$ cat config.mk
export PLATFORM = sky130hd
export DESIGN_NAME = ctrl_seq
export DESIGN_NICKNAME = d
export VERILOG_FILES = /design/src/rtl/ctrl_seq.sv
export SDC_FILE = /design/constraint.sdc
export NUM_CORES = 1
export LEC_CHECK = 0
export CORE_ASPECT_RATIO = 0.8
export CORE_MARGIN = 1
export CORE_UTILIZATION = 40
export CTS_CLUSTER_SIZE = 24
export DETAILED_ROUTE_END_ITERATION = 10
export PLACE_DENSITY = 0.79
export SLEW_MARGIN = 20
export SYNTH_ARGS = -nofsm -noshare
export SYNTH_HDL_FRONTEND = slang
export SYNTH_SLANG_ARGS = --single-unit
$ cat constraint.sdc
create_clock -name clk -period 3.78 [get_ports clk]
set_input_delay 0.756 -clock clk [delete_from_list [all_inputs] [get_ports clk]]
set_output_delay 0.756 -clock clk [all_outputs]
set_load 0.02 [all_outputs]
$ cat src/rtl/ctrl_seq.sv
// Instruction sequencer: fetch/decode/execute FSM driving bus, register and ALU strobes.
// Optional feature macro CTRL_ILLEGAL_TRAP_EN: illegal opcodes trap to HALT instead of running as NOP.
module ctrl_seq #(
    parameter int NUM_REGS = 4,
    parameter int MEM_WAIT = 1
) (
    input  logic        clk,
    input  logic        rst,
    input  logic        start,
    input  logic        z,
    input  logic [5:0]  instr,
    output logic [2:0]  alu_op,
    output logic [3:0]  read_en,
    output logic [15:0] write_en,
    output logic [15:0] inc_en,
    output logic [15:0] clr_en,
    output logic        busy,
    output logic        done,
    output logic        illegal
);

    typedef enum logic [2:0] {
        S_IDLE, S_FETCH, S_DECODE, S_EXEC1, S_EXEC2, S_MWAIT, S_HALT
    } state_t;

    localparam logic [5:0] OP_LDAC   = 6'd3;
    localparam logic [5:0] OP_LDIAC  = 6'd5;
    localparam logic [5:0] OP_STAC   = 6'd8;
    localparam logic [5:0] OP_MVAC   = 6'd9;
    localparam logic [5:0] OP_MVACAR = 6'd10;
    localparam logic [5:0] OP_ADD    = 6'd19;
    localparam logic [5:0] OP_MULT   = 6'd20;
    localparam logic [5:0] OP_LSHIFT = 6'd21;
    localparam logic [5:0] OP_SUB    = 6'd22;
    localparam logic [5:0] OP_INAC   = 6'd23;
    localparam logic [5:0] OP_JPNZ   = 6'd24;
    localparam logic [5:0] OP_STIAC  = 6'd26;
    localparam logic [5:0] OP_JPZ    = 6'd27;
    localparam logic [5:0] OP_NOP    = 6'd28;
    localparam logic [5:0] OP_CLAC   = 6'd30;
    localparam logic [5:0] OP_END    = 6'd31;

    localparam logic [1:0] LAST = 2'(MEM_WAIT);

`ifdef CTRL_ILLEGAL_TRAP_EN
    localparam bit TRAP = 1'b1;
`else
    localparam bit TRAP = 1'b0;
`endif

    state_t     state_q, state_d;
    logic [5:0] op_q, op_d;
    logic [1:0] cnt_q, cnt_d;
    logic       jmp_q, jmp_d;
    logic       ill_q, ill_d;

    function automatic logic is_legal(input logic [5:0] op);
        logic ok;
        ok = 1'b0;
        case (op)
            OP_LDAC, OP_LDIAC, OP_STAC, OP_STIAC, OP_MVAC, OP_MVACAR,
            OP_ADD, OP_MULT, OP_LSHIFT, OP_SUB, OP_INAC, OP_JPNZ,
            OP_JPZ, OP_NOP, OP_CLAC, OP_END: ok = 1'b1;
            default: begin
                if (op >= 6'd11 && op <= 6'd14)
                    ok = (int'(op) - 10) <= NUM_REGS;
                else if (op >= 6'd15 && op <= 6'd18)
                    ok = (int'(op) - 14) <= NUM_REGS;
            end
        endcase
        return ok;
    endfunction

    always_ff @(posedge clk or posedge rst) begin
        if (rst) begin
            state_q <= S_IDLE;
            op_q    <= '0;
            cnt_q   <= '0;
            jmp_q   <= 1'b0;
            ill_q   <= 1'b0;
        end else begin
            state_q <= state_d;
            op_q    <= op_d;
            cnt_q   <= cnt_d;
            jmp_q   <= jmp_d;
            ill_q   <= ill_d;
        end
    end

    always_comb begin
        state_d  = state_q;
        op_d     = op_q;
        cnt_d    = '0;
        jmp_d    = jmp_q;
        ill_d    = ill_q;
        alu_op   = '0;
        read_en  = '0;
        write_en = '0;
        inc_en   = '0;
        clr_en   = '0;
        busy     = (state_q != S_IDLE) && (state_q != S_HALT);
        done     = (state_q == S_HALT);

        case (state_q)
            S_IDLE: begin
                clr_en[1] = 1'b1;
                clr_en[4] = 1'b1;
                if (start) state_d = S_FETCH;
            end
            S_FETCH: begin
                read_en = 4'd13;
                if (cnt_q == LAST) begin
                    write_en[3] = 1'b1;
                    state_d     = S_DECODE;
                end else begin
                    cnt_d = cnt_q + 2'd1;
                end
            end
            S_DECODE: begin
                op_d    = instr;
                state_d = S_EXEC1;
            end
            S_EXEC1: begin
                state_d = S_FETCH;
                if (!is_legal(op_q)) begin
                    // Trap leaves every strobe low so the PC stays on the bad opcode.
                    if (TRAP) begin
                        ill_d   = 1'b1;
                        state_d = S_HALT;
                    end else begin
                        inc_en[1] = 1'b1;
                    end
                end else begin
                    case (op_q)
                        OP_LDAC, OP_LDIAC: begin
                            read_en     = (op_q == OP_LDAC) ? 4'd5 : 4'd4;
                            write_en[2] = 1'b1;
                            state_d     = S_MWAIT;
                        end
                        OP_STAC: begin
                            read_en      = 4'd5;
                            write_en[11] = 1'b1;
                            state_d      = S_EXEC2;
                        end
                        OP_STIAC: begin
                            read_en     = 4'd4;
                            write_en[2] = 1'b1;
                            state_d     = S_EXEC2;
                        end
                        OP_MVAC, OP_MVACAR: begin
                            read_en = 4'd5;
                            if (op_q == OP_MVAC) write_en[5] = 1'b1;
                            else                 write_en[2] = 1'b1;
                            inc_en[1] = 1'b1;
                        end
                        6'd11, 6'd12, 6'd13, 6'd14: begin
                            read_en = 4'd5;
                            case (op_q)
                                6'd11:   write_en[10] = 1'b1;
                                6'd12:   write_en[9]  = 1'b1;
                                6'd13:   write_en[8]  = 1'b1;
                                default: write_en[7]  = 1'b1;
                            endcase
                            inc_en[1] = 1'b1;
                        end
                        6'd15, 6'd16, 6'd17, 6'd18: begin
                            read_en     = 4'(op_q - 6'd8);
                            write_en[4] = 1'b1;
                            inc_en[1]   = 1'b1;
                        end
                        OP_ADD, OP_MULT, OP_LSHIFT, OP_SUB: begin
                            case (op_q)
                                OP_ADD:  alu_op = 3'd1;
                                OP_SUB:  alu_op = 3'd2;
                                OP_MULT: alu_op = 3'd3;
                                default: alu_op = 3'd4;
                            endcase
                            write_en[12] = 1'b1;
                            state_d      = S_EXEC2;
                        end
                        OP_INAC: begin
                            inc_en[4] = 1'b1;
                            inc_en[1] = 1'b1;
                        end
                        OP_CLAC: begin
                            clr_en[4] = 1'b1;
                            inc_en[1] = 1'b1;
                        end
                        OP_JPNZ, OP_JPZ: begin
                            jmp_d   = (op_q == OP_JPZ) ? z : ~z;
                            state_d = S_EXEC2;
                        end
                        OP_END:  state_d = S_HALT;
                        default: inc_en[1] = 1'b1;
                    endcase
                end
            end
            S_EXEC2: begin
                state_d = S_FETCH;
                case (op_q)
                    OP_STIAC: begin
                        read_en      = 4'd5;
                        write_en[11] = 1'b1;
                        state_d      = S_MWAIT;
                    end
                    OP_ADD, OP_MULT, OP_LSHIFT, OP_SUB: begin
                        write_en[12] = 1'b1;
                        inc_en[1]    = 1'b1;
                    end
                    OP_JPNZ, OP_JPZ: begin
                        if (jmp_q) begin
                            read_en     = 4'd4;
                            write_en[1] = 1'b1;
                        end else begin
                            inc_en[1] = 1'b1;
                        end
                    end
                    default: inc_en[1] = 1'b1;
                endcase
            end
            S_MWAIT: begin
                if (op_q == OP_STIAC) begin
                    inc_en[1] = 1'b1;
                    state_d   = S_FETCH;
                end else begin
                    read_en = 4'd12;
                    if (cnt_q == LAST) begin
                        write_en[4] = 1'b1;
                        inc_en[1]   = 1'b1;
                        state_d     = S_FETCH;
                    end else begin
                        cnt_d = cnt_q + 2'd1;
                    end
                end
            end
            S_HALT: begin
                if (start) begin
                    ill_d   = 1'b0;
                    state_d = S_IDLE;
                end
            end
            default: state_d = S_IDLE;
        endcase
    end

    assign illegal = ill_q;

endmodule

* Word-level counts from Yosys, hierarchy flattened *
Index checks and enable logic that the tools add are counted.

word-level totals
  register bits after elaboration = 12
  latch bits = 0
  RAM bits = 0
  ROM bits = 0
  output and inout bits = 58
  word-level logic and storage cells = 138
  memories = 0

operators by class
  add/subtract/negate cells = 4
  multiply operators = 0
  divide/modulo/power cells = 0
  $lt $le $gt $ge = 6
  equal/unequal tests = 36
  shift-type cells = 0
  multiplexer cells = 68
  bitwise operators = 1
  reductions and logical operators = 19

operators with widths
  cell                 count
  $eq 6x5->1 const B   14
  $eq 6x4->1 const B   8
  $mux 1               36
  $mux 3               11
  $pmux 4 s4           2
  $pmux 3 s7           1
  $pmux 3 s3           2
  $mux 4               4
  $reduce_or 16->1     1
  $le 7x4->1 const B   2
  $sub 6x4->7 const B  2
  $ge 6x4->1 const B   2
  $reduce_or 4->1      3
  $reduce_or 11->1     1
  $eq 3x3->1 const B   3
  $pmux 1 s2           4
  $pmux 2 s2           2
  $reduce_or 8->1      1
  $reduce_or 7->1      1
  $eq 3x2->1 const B   2
  $eq 6x2->1 const B   1
  $eq 6x3->1 const B   1
  $le 6x4->1 const B   1
  $le 6x5->1 const B   1
  18 further kinds     28

* Logic depth before layout (Yosys ltp) *
Gate-level depths: netlist (run 1).

  depth in word-level cells = 8
  mapped depth = 10
  depth with buffers taken out = 8

* Worst setup path before layout (run 1) *
OpenSTA, ideal clock, no wires.

  kind = register -> output
  start point = register op_q[1]
  end point = output read_en[2]
  data arrival time = 1971 ps
  required time = 3024 ps
  slack = 1053 ps
  stages on the path, launching flop included = 11
  path buffers = 2
  cells stage by stage = dfrtp_1 > buf_2 > inv_1 > ha_1 > a21oi_1 > a21oi_1 > a21oi_1 > nand2_2 > o31ai_4 > buf_6 > o22ai_2

between the ends
  cells in the longest elaborated chain, start to end = 8
  elaborated cells on any way between the ends = 49
  those cells by class = add/sub: 3; order compare: 6; eq/ne: 24; mux: 9; reduce/logical: 7

RTL lines
  item                                                    RTL line  text
  start: declaration                                      52        logic [5:0] op_q, op_d;
  start signal: assignment                                83        op_q <= op_d;
  $sub 6x4->7 (tied with other cells)                     68        ok = (int'(op) - 14) <= NUM_REGS;
  $le 7x4->1 / $logic_and 1x1->1 (equally long branches)  68, 67
  $mux 1                                                  67        else if (op >= 6'd15 && op <= 6'd18)
  $mux 1                                                  65        if (op >= 6'd11 && op <= 6'd14)
  $mux 1                                                  60        case (op)
  $mux 1                                                  104       case (state_q)
  $mux 4                                                  125       if (!is_legal(op_q)) begin
  $pmux 4 s4 *                                            104
  end: declaration                                        13        output logic [3:0] read_en,

Mark *: on every way between the ends. The rest lies on a longest branch, timed or not. The select of a mux whose other input is x is not followed.

* Final worst setup path (run 1) *
  start point = register op_q[2]
  end point = output read_en[3]

The elaborated chain is that of the path after synthesis.

==> results of run 1 <==
## cell usage in the layout, fill, tap and decap left out, drive strengths merged, types with 2 or more instances in the layout
cell type / count
nand2b: 8
a21oi: 18
a22o: 2
conb: 34
o21ai: 13
clkdlybuf4s50: 28
a22oi: 2
nor2: 21
dfrtp: 12
and2: 4
inv: 9
a211oi: 2
nand3b: 3
nor3: 8
nor4: 9
o22ai: 8
nor2b: 5
buf: 13
dlymetal6s2s: 5
or3b: 2
clkbuf: 4
xnor2: 3
o221ai: 2
nand2: 23
ha: 3
nand3: 4
## sequential cells by signal (all words and copies together) (netlist names)
| register | flops |
|---|---|
| cnt_q | 2 |
| state_q | 3 |
| op_q | 6 |
| jmp_q | 1 |
## path summary, 6_finish.rpt
kind | from | to | depth (start not counted)
setup / recovery | op_q[2]$_DFFE_PP0P_ | read_en[3] | 10
hold / removal | cnt_q[0]$_DFF_PP0_ | cnt_q[0]$_DFF_PP0_ | 1
setup reg to reg | state_q[0]$_DFFE_PP0P_ | jmp_q$_DFFE_PP0P_ | 5
hold reg to reg | cnt_q[0]$_DFF_PP0_ | cnt_q[0]$_DFF_PP0_ | 1
max in group asynchronous | rst | op_q[1]$_DFFE_PP0P_ | 2
min in group asynchronous | rst | cnt_q[0]$_DFF_PP0_ | 2
## synth_stat cells, types with 3 or more instances
master    number  area (µm²)
clkbuf_1       4        15.0
and2_1         4        25.0
nor3_1         5        25.0
buf_2          5        25.0
nand2b_1       8        50.1
xnor2_1        3        26.3
o21ai_0       11        55.1
nand3b_1       3        22.5
nor2b_1        5        31.3
nor3_2         3        30.0
inv_1          9        33.8
dfrtp_1       12         300
nand3_1        4        20.0
a21oi_1       18        90.1
nor2_1        21        78.8
nand2_1       22        82.6
nor4_1         3        18.8
ha_1           3        37.5
buf_4         36         270
nor4_2         6        75.1
o22ai_1        7        43.8
## critical path, stage by stage (launching register included)
cell and delay [ns]:
dfrtp_1 0.44, buf_4 0.23, ha_1 0.27, inv_1 0.06, nor4_1 0.27, o221ai_1 0.19, nand2_2 0.11, o31ai_4 0.07
buf_4 0.20, o21ai_1 0.16, clkdlybuf4s50_1 0.62
## routing by layer
metal  up-vias  track usage  routed length (µm)
met3         5       0.0272                 297
met2        67        0.278                1870
met1       746        0.315                1970
met5         -            0                   0
li1        791            -                   -
met4         0       0.0577                  37
## metrics by stage
step                power (mW)   util  instances  setup slack, ns
global placement          1.42  0.499        312            0.352
CTS                       1.58  0.514        316           0.0643
finish                    1.59  0.517        316            0.163
global route              1.72  0.517        316          0.00738
floorplan                 1.12      -        260             1.05
detailed placement        1.43  0.499        312            0.339
## where the power goes
group	switching [mW]	internal, mW	leakage (nW)
clock	0.0552	0.0924	0.0288
combinational	0.651	0.472	0.704
sequential	0.139	0.181	0.151
total	0.845	0.745	0.884
## logic make-up (layout without fill, tap and decap cells)
family	Yosys count	after routing	synth area share
AO/OA/AOI/OAI	55	55	0.217
XOR/XNOR	3	3	0.0159
adder cells (fa/ha/maj)	3	3	0.0227
buffers and inverters	58	59	0.226
flip-flops	12	12	0.181
multiplexers	2	2	0.0128
other	1	34	0.00226
AND/OR/NAND/NOR	93	93	0.323
## final cells by class
| cell class | count | area [µm²] |
|---|---|---|
| clock buffer | 4 | 55.1 |
| fill | 403 | 1870 |
| inverter | 9 | 33.8 |
| multi-input combinational | 190 | 1110 |
| sequential | 12 | 302 |
| tap | 55 | 68.8 |
| timing repair buffer | 46 | 440 |
==> out/results.txt, run 1 <==
Crit Path Category -> register to primary output
Leakage power -> 0.884 nW
Via count -> 1609
Skew-Pair Late Insertion Delay -> 0.25 ns
FF+latch count, synth -> 12
Fin crit share -> 0.957
Final net count -> 275
Setup-failing EPs final -> 0
RSZ-0062 raised after global routing -> no
GRT Resource Usage Total -> 0.200
Initial antenna violation count -> 0
HP Class -> register to register
Layout cells sized above 1 -> 0.126
EDFF count, synth -> 0
Die width -> 74.0 µm
TNS Setup -> 0 ns
Synth Instances -> 227
Design area -> 0.00201 mm²
Clock Path Buffers -> 2
Slew at the pin with the worst max-slew slack -> 0.570 ns
Core ar. -> 0.00388 mm²
Worst slew margin -> 0.619
Area delta synth->final -> 21.1%
Initial core utilization -> 0.427
Minimum clock period -> 3.62 ns
Die area -> 0.00440 mm²
PwrDens -> 793 mW/mm²
Vias in the first global route -> 1356
# hold bufs at CTS -> 0
Mean Syn Cell Area -> 7.30 µm²
Async SR Flop Fraction -> 1.00
Vert. Die Dim -> 59.6 µm
Clock Sinks -> 12
CP max FO -> 12
R2R setup slack -> 1.82 ns
Worst clock skew -> 0.0109 ns
Crit path capture type -> primary output
H-tree levels -> 1
Cell area after synthesis -> 0.00166 mm²
First-pass GRT wire length -> 6.63 mm
DRC -> 0
Sequential element share of the synthesized area -> 0.181
Port bufs -> 33
# rows -> 20
Reg clk slew, reported paths -> 0.06 ns
DP Wirelength -> 3.29 mm
Antenna Cells -> 0
Worst path required time -> 3.02 ns
Count of cell types in the netlist -> 49
Final Hold Fails -> 0
Largest net degree at the start of global routing -> 16
Iteration-0 DRC count of the detailed router -> 141
Top FF cell, synth -> dfrtp_1
Peak supply drop -> 0.384 mV
DRT Pass-1 Iters -> 4
Post-route ant nets -> 0
Max Cap Viol -> 0
CTS tree -> done
CP startpoint kind -> register
Post-cts resize count -> 0
Post-DR vias/cell -> 5.09
Yosys warning count -> 0
Highest Clock Rate -> 276 MHz
Slew Limit Fails -> 0
Placed inst area -> 0.00194 mm²
Routed length per placed instance -> 13.2 µm
Worst EP arrival -> 2.86 ns
Setup bufs post-CTS -> 0
Cts bufs inserted -> 3
Final WL -> 4.18 mm
Gpl congestion -> 0.928
Congestion Overflow GR -> 0
# IOs -> 68
Status -> finished clean
Hold WS -> 0.431 ns
Root buf cell -> clkbuf_8
No activity file was read; power rests on OpenSTA's default activity.
==> run 2: changes to the inputs <==
--- a/config.mk
+++ b/config.mk
@@ -10,6 +10,7 @@
 export CORE_UTILIZATION = 40
 export CTS_CLUSTER_SIZE = 24
 export DETAILED_ROUTE_END_ITERATION = 10
+export GPL_TIMING_DRIVEN = 0
 export PLACE_DENSITY = 0.79
 export SLEW_MARGIN = 20
 export SYNTH_ARGS = -nofsm -noshare
==> run 2 against run 1 <==
Net effect:
- maximum frequency up 0.82%
- setup slack better by 0.029 ns
- wire length rose by 2.5%
- clock power is 9% lower
- count of clock-buffer cells in the layout unchanged
- largest cell class unchanged
==> out/results.txt, run 2 (synthesized netlist as in run 1, its figures left out) <==
Core ar. -> 0.00388 mm²
Worst EP arrival -> 2.83 ns
Worst slew margin -> 0.635
Final net count -> 317
RSZ-0062 raised after global routing -> no
Die area -> 0.00440 mm²
DR WL met2 -> 1.95 mm
Final Hold Fails -> 0
Minimum clock period -> 3.59 ns
Crit-path max cell delay -> 0.53 ns
Finished Core Util -> 0.595
Post-DR vias/cell -> 4.87
Final std cells w/o fill -> 358
Vert. Die Dim -> 59.6 µm
Crit path capture type -> primary output
Hold WS -> 0.430 ns
DP Worst Slack -> 0.202 ns
Setup-failing EPs final -> 0
Final WL -> 4.29 mm
Net switching power -> 858 µW
Top reg by flops -> op_q
Gpl congestion -> 0.966
Worst path required time -> 3.02 ns
DRT Pass-1 Iters -> 5
Seq pwr share -> 0.139
Logic pwr share -> 0.779
Clock power frac -> 0.082
Slew Limit Fails -> 0
Max Cap Viol -> 0
Status -> finished clean
GRT Resource Usage Total -> 0.192
Number of instances in the placed design -> 348
Final WS setup -> 0.192 ns
Met1 wire length -> 1.88 mm
Peak supply drop -> 0.423 mV
Crit path max-delay family -> buffers and inverters
DRC -> 0
TNS Setup -> 0 ns
Iteration-0 DRC count of the detailed router -> 185
Routed length per placed instance -> 12.0 µm
Via count -> 1745
Top flop regs -> op_q (6), state_q (3), cnt_q (2)
Worst clock skew -> 0.00164 ns
Largest net degree at the start of global routing -> 13
Layout cells sized above 1 -> 0.234
Port bufs -> 33
Crit Path Category -> register to primary output
PwrDens -> 710 mW/mm²
Max FFs per register -> 6
Int Power -> 779 µW
# hold bufs at CTS -> 0
WL met3 -> 424 µm
H-tree levels -> 1
Clock Sinks -> 12
CTS tree -> done
Clock Path Buffers -> 2
Buf/Inv on CP -> 4
CP max FO -> 10
Antenna Cells -> 0
Slew at the pin with the worst max-slew slack -> 0.547 ns
Die width -> 74.0 µm
Highest Clock Rate -> 279 MHz
Congestion Overflow GR -> 0
Skew-Pair Late Insertion Delay -> 0.23 ns
Switching part of the total power -> 0.524
DP Wirelength -> 3.38 mm
Leakage power -> 1.12 nW
Cts bufs inserted -> 3
HP Class -> register to register
First-pass GRT wire length -> 6.50 mm
CP startpoint kind -> register
Initial core utilization -> 0.427
# rows -> 20
Root buf cell -> clkbuf_8
Initial antenna violation count -> 0
Max layer used -> met4
Crit path cell chain -> clkbuf_4 -> clkinvlp_4 -> ha_1 -> a21oi_1 -> a21oi_1 -> a21oi_1 -> nand2_2 -> o31ai_4 -> buf_6 -> nor2_1 -> clkdlybuf4s50_1
Area delta synth->final -> 39.3%
Post-route ant nets -> 0
Worst path most repeated cell -> a21oi_1
Reg clk slew, reported paths -> 0.05 ns
# IOs -> 68
Vias in the first global route -> 1372
Commonest non-fill, non-tap cell in the layout -> buf_4
Slowest CP cell -> clkdlybuf4s50_1
Most frequent cells in the layout -> buf_4, conb_1, clkdlybuf4s50_1, nand2_1, nor2_1
Fin crit share -> 0.949
[run 2: power groups by stage]
| stage | Combinational, mW | Sequential [mW] | Clock [mW] |
|---|---|---|---|
| after floorplan | 0.905 | 0.213 | 0 |
| after global placement | 1.20 | 0.223 | 0 |
| after detailed placement | 1.21 | 0.225 | 0 |
| after CTS | 1.23 | 0.223 | 0.141 |
| after global routing | 1.37 | 0.232 | 0.146 |
| final | 1.27 | 0.227 | 0.135 |
[run 2: repair_timing]
item / CTS / global route
setup endpoints to repair: 10 / 14
buffers inserted: 2 / 4
pin swaps: 1 / 0
gates resized for setup: 1 / 11
hold endpoints to repair: 0 / 0
[run 2: path summary, 6_finish.rpt]
check | startpoint | end | slack [ns] | cells past startpoint
worst min register to register | cnt_q[0]$_DFF_PP0_ | cnt_q[0]$_DFF_PP0_ | 0.43 | 1
worst max-delay path | op_q[1]$_DFFE_PP0P_ | write_en[2] | 0.19 | 11
min in group asynchronous | rst | op_q[5]$_DFFE_PP0P_ | 0.82 | 2
worst min-delay path | cnt_q[0]$_DFF_PP0_ | cnt_q[0]$_DFF_PP0_ | 0.43 | 1
max in group asynchronous | rst | op_q[2]$_DFFE_PP0P_ | 2.63 | 2
worst max register to register | state_q[2]$_DFFE_PP0P_ | jmp_q$_DFFE_PP0P_ | 1.78 | 6
[run 2: per-layer routing]
metal  up-vias  GRT usage
met5         -          0
met1       777      0.292
met4         0     0.0549
li1        876          -
met3         6    0.00680
met2        86      0.292
[run 2: through the flow]
step / instance area, µm² / total power, mW
5_1_grt: 2310 / 1.75
3_3_place_gp: 2180 / 1.43
6_report: 2310 / 1.64
4_1_cts: 2250 / 1.59
3_5_place_dp: 2180 / 1.43
2_1_floorplan: 1780 / 1.12
[run 2: area by class of cell]
class	instances	area, µm²
fillers	357	1570
multi-input cells	190	1110
repair buffers	39	395
plain buffers	49	343
flip-flops and latches	12	302
well taps	55	68.8
clock buffers	4	55.1
inverters	9	37.5
[run 2: worst register-to-register path: stages, from the launching register on]
cell and delay (ns):
dfrtp_1 0.35, clkbuf_1 0.21, nor2b_1 0.33, nand2_1 0.22, or4_1 0.49, o21ai_0 0.09, a211oi_1 0.14
==> run 3: changes to the inputs <==
--- a/config.mk
+++ b/config.mk
@@ -8,7 +8,7 @@
 export CORE_ASPECT_RATIO = 0.8
 export CORE_MARGIN = 1
 export CORE_UTILIZATION = 40
-export CTS_CLUSTER_SIZE = 24
+export CTS_CLUSTER_SIZE = 40
 export DETAILED_ROUTE_END_ITERATION = 10
 export GPL_TIMING_DRIVEN = 0
 export PLACE_DENSITY = 0.79
==> results of run 3 <==
Same layout as run 2: the final DEF is identical, and so are final timing and power.
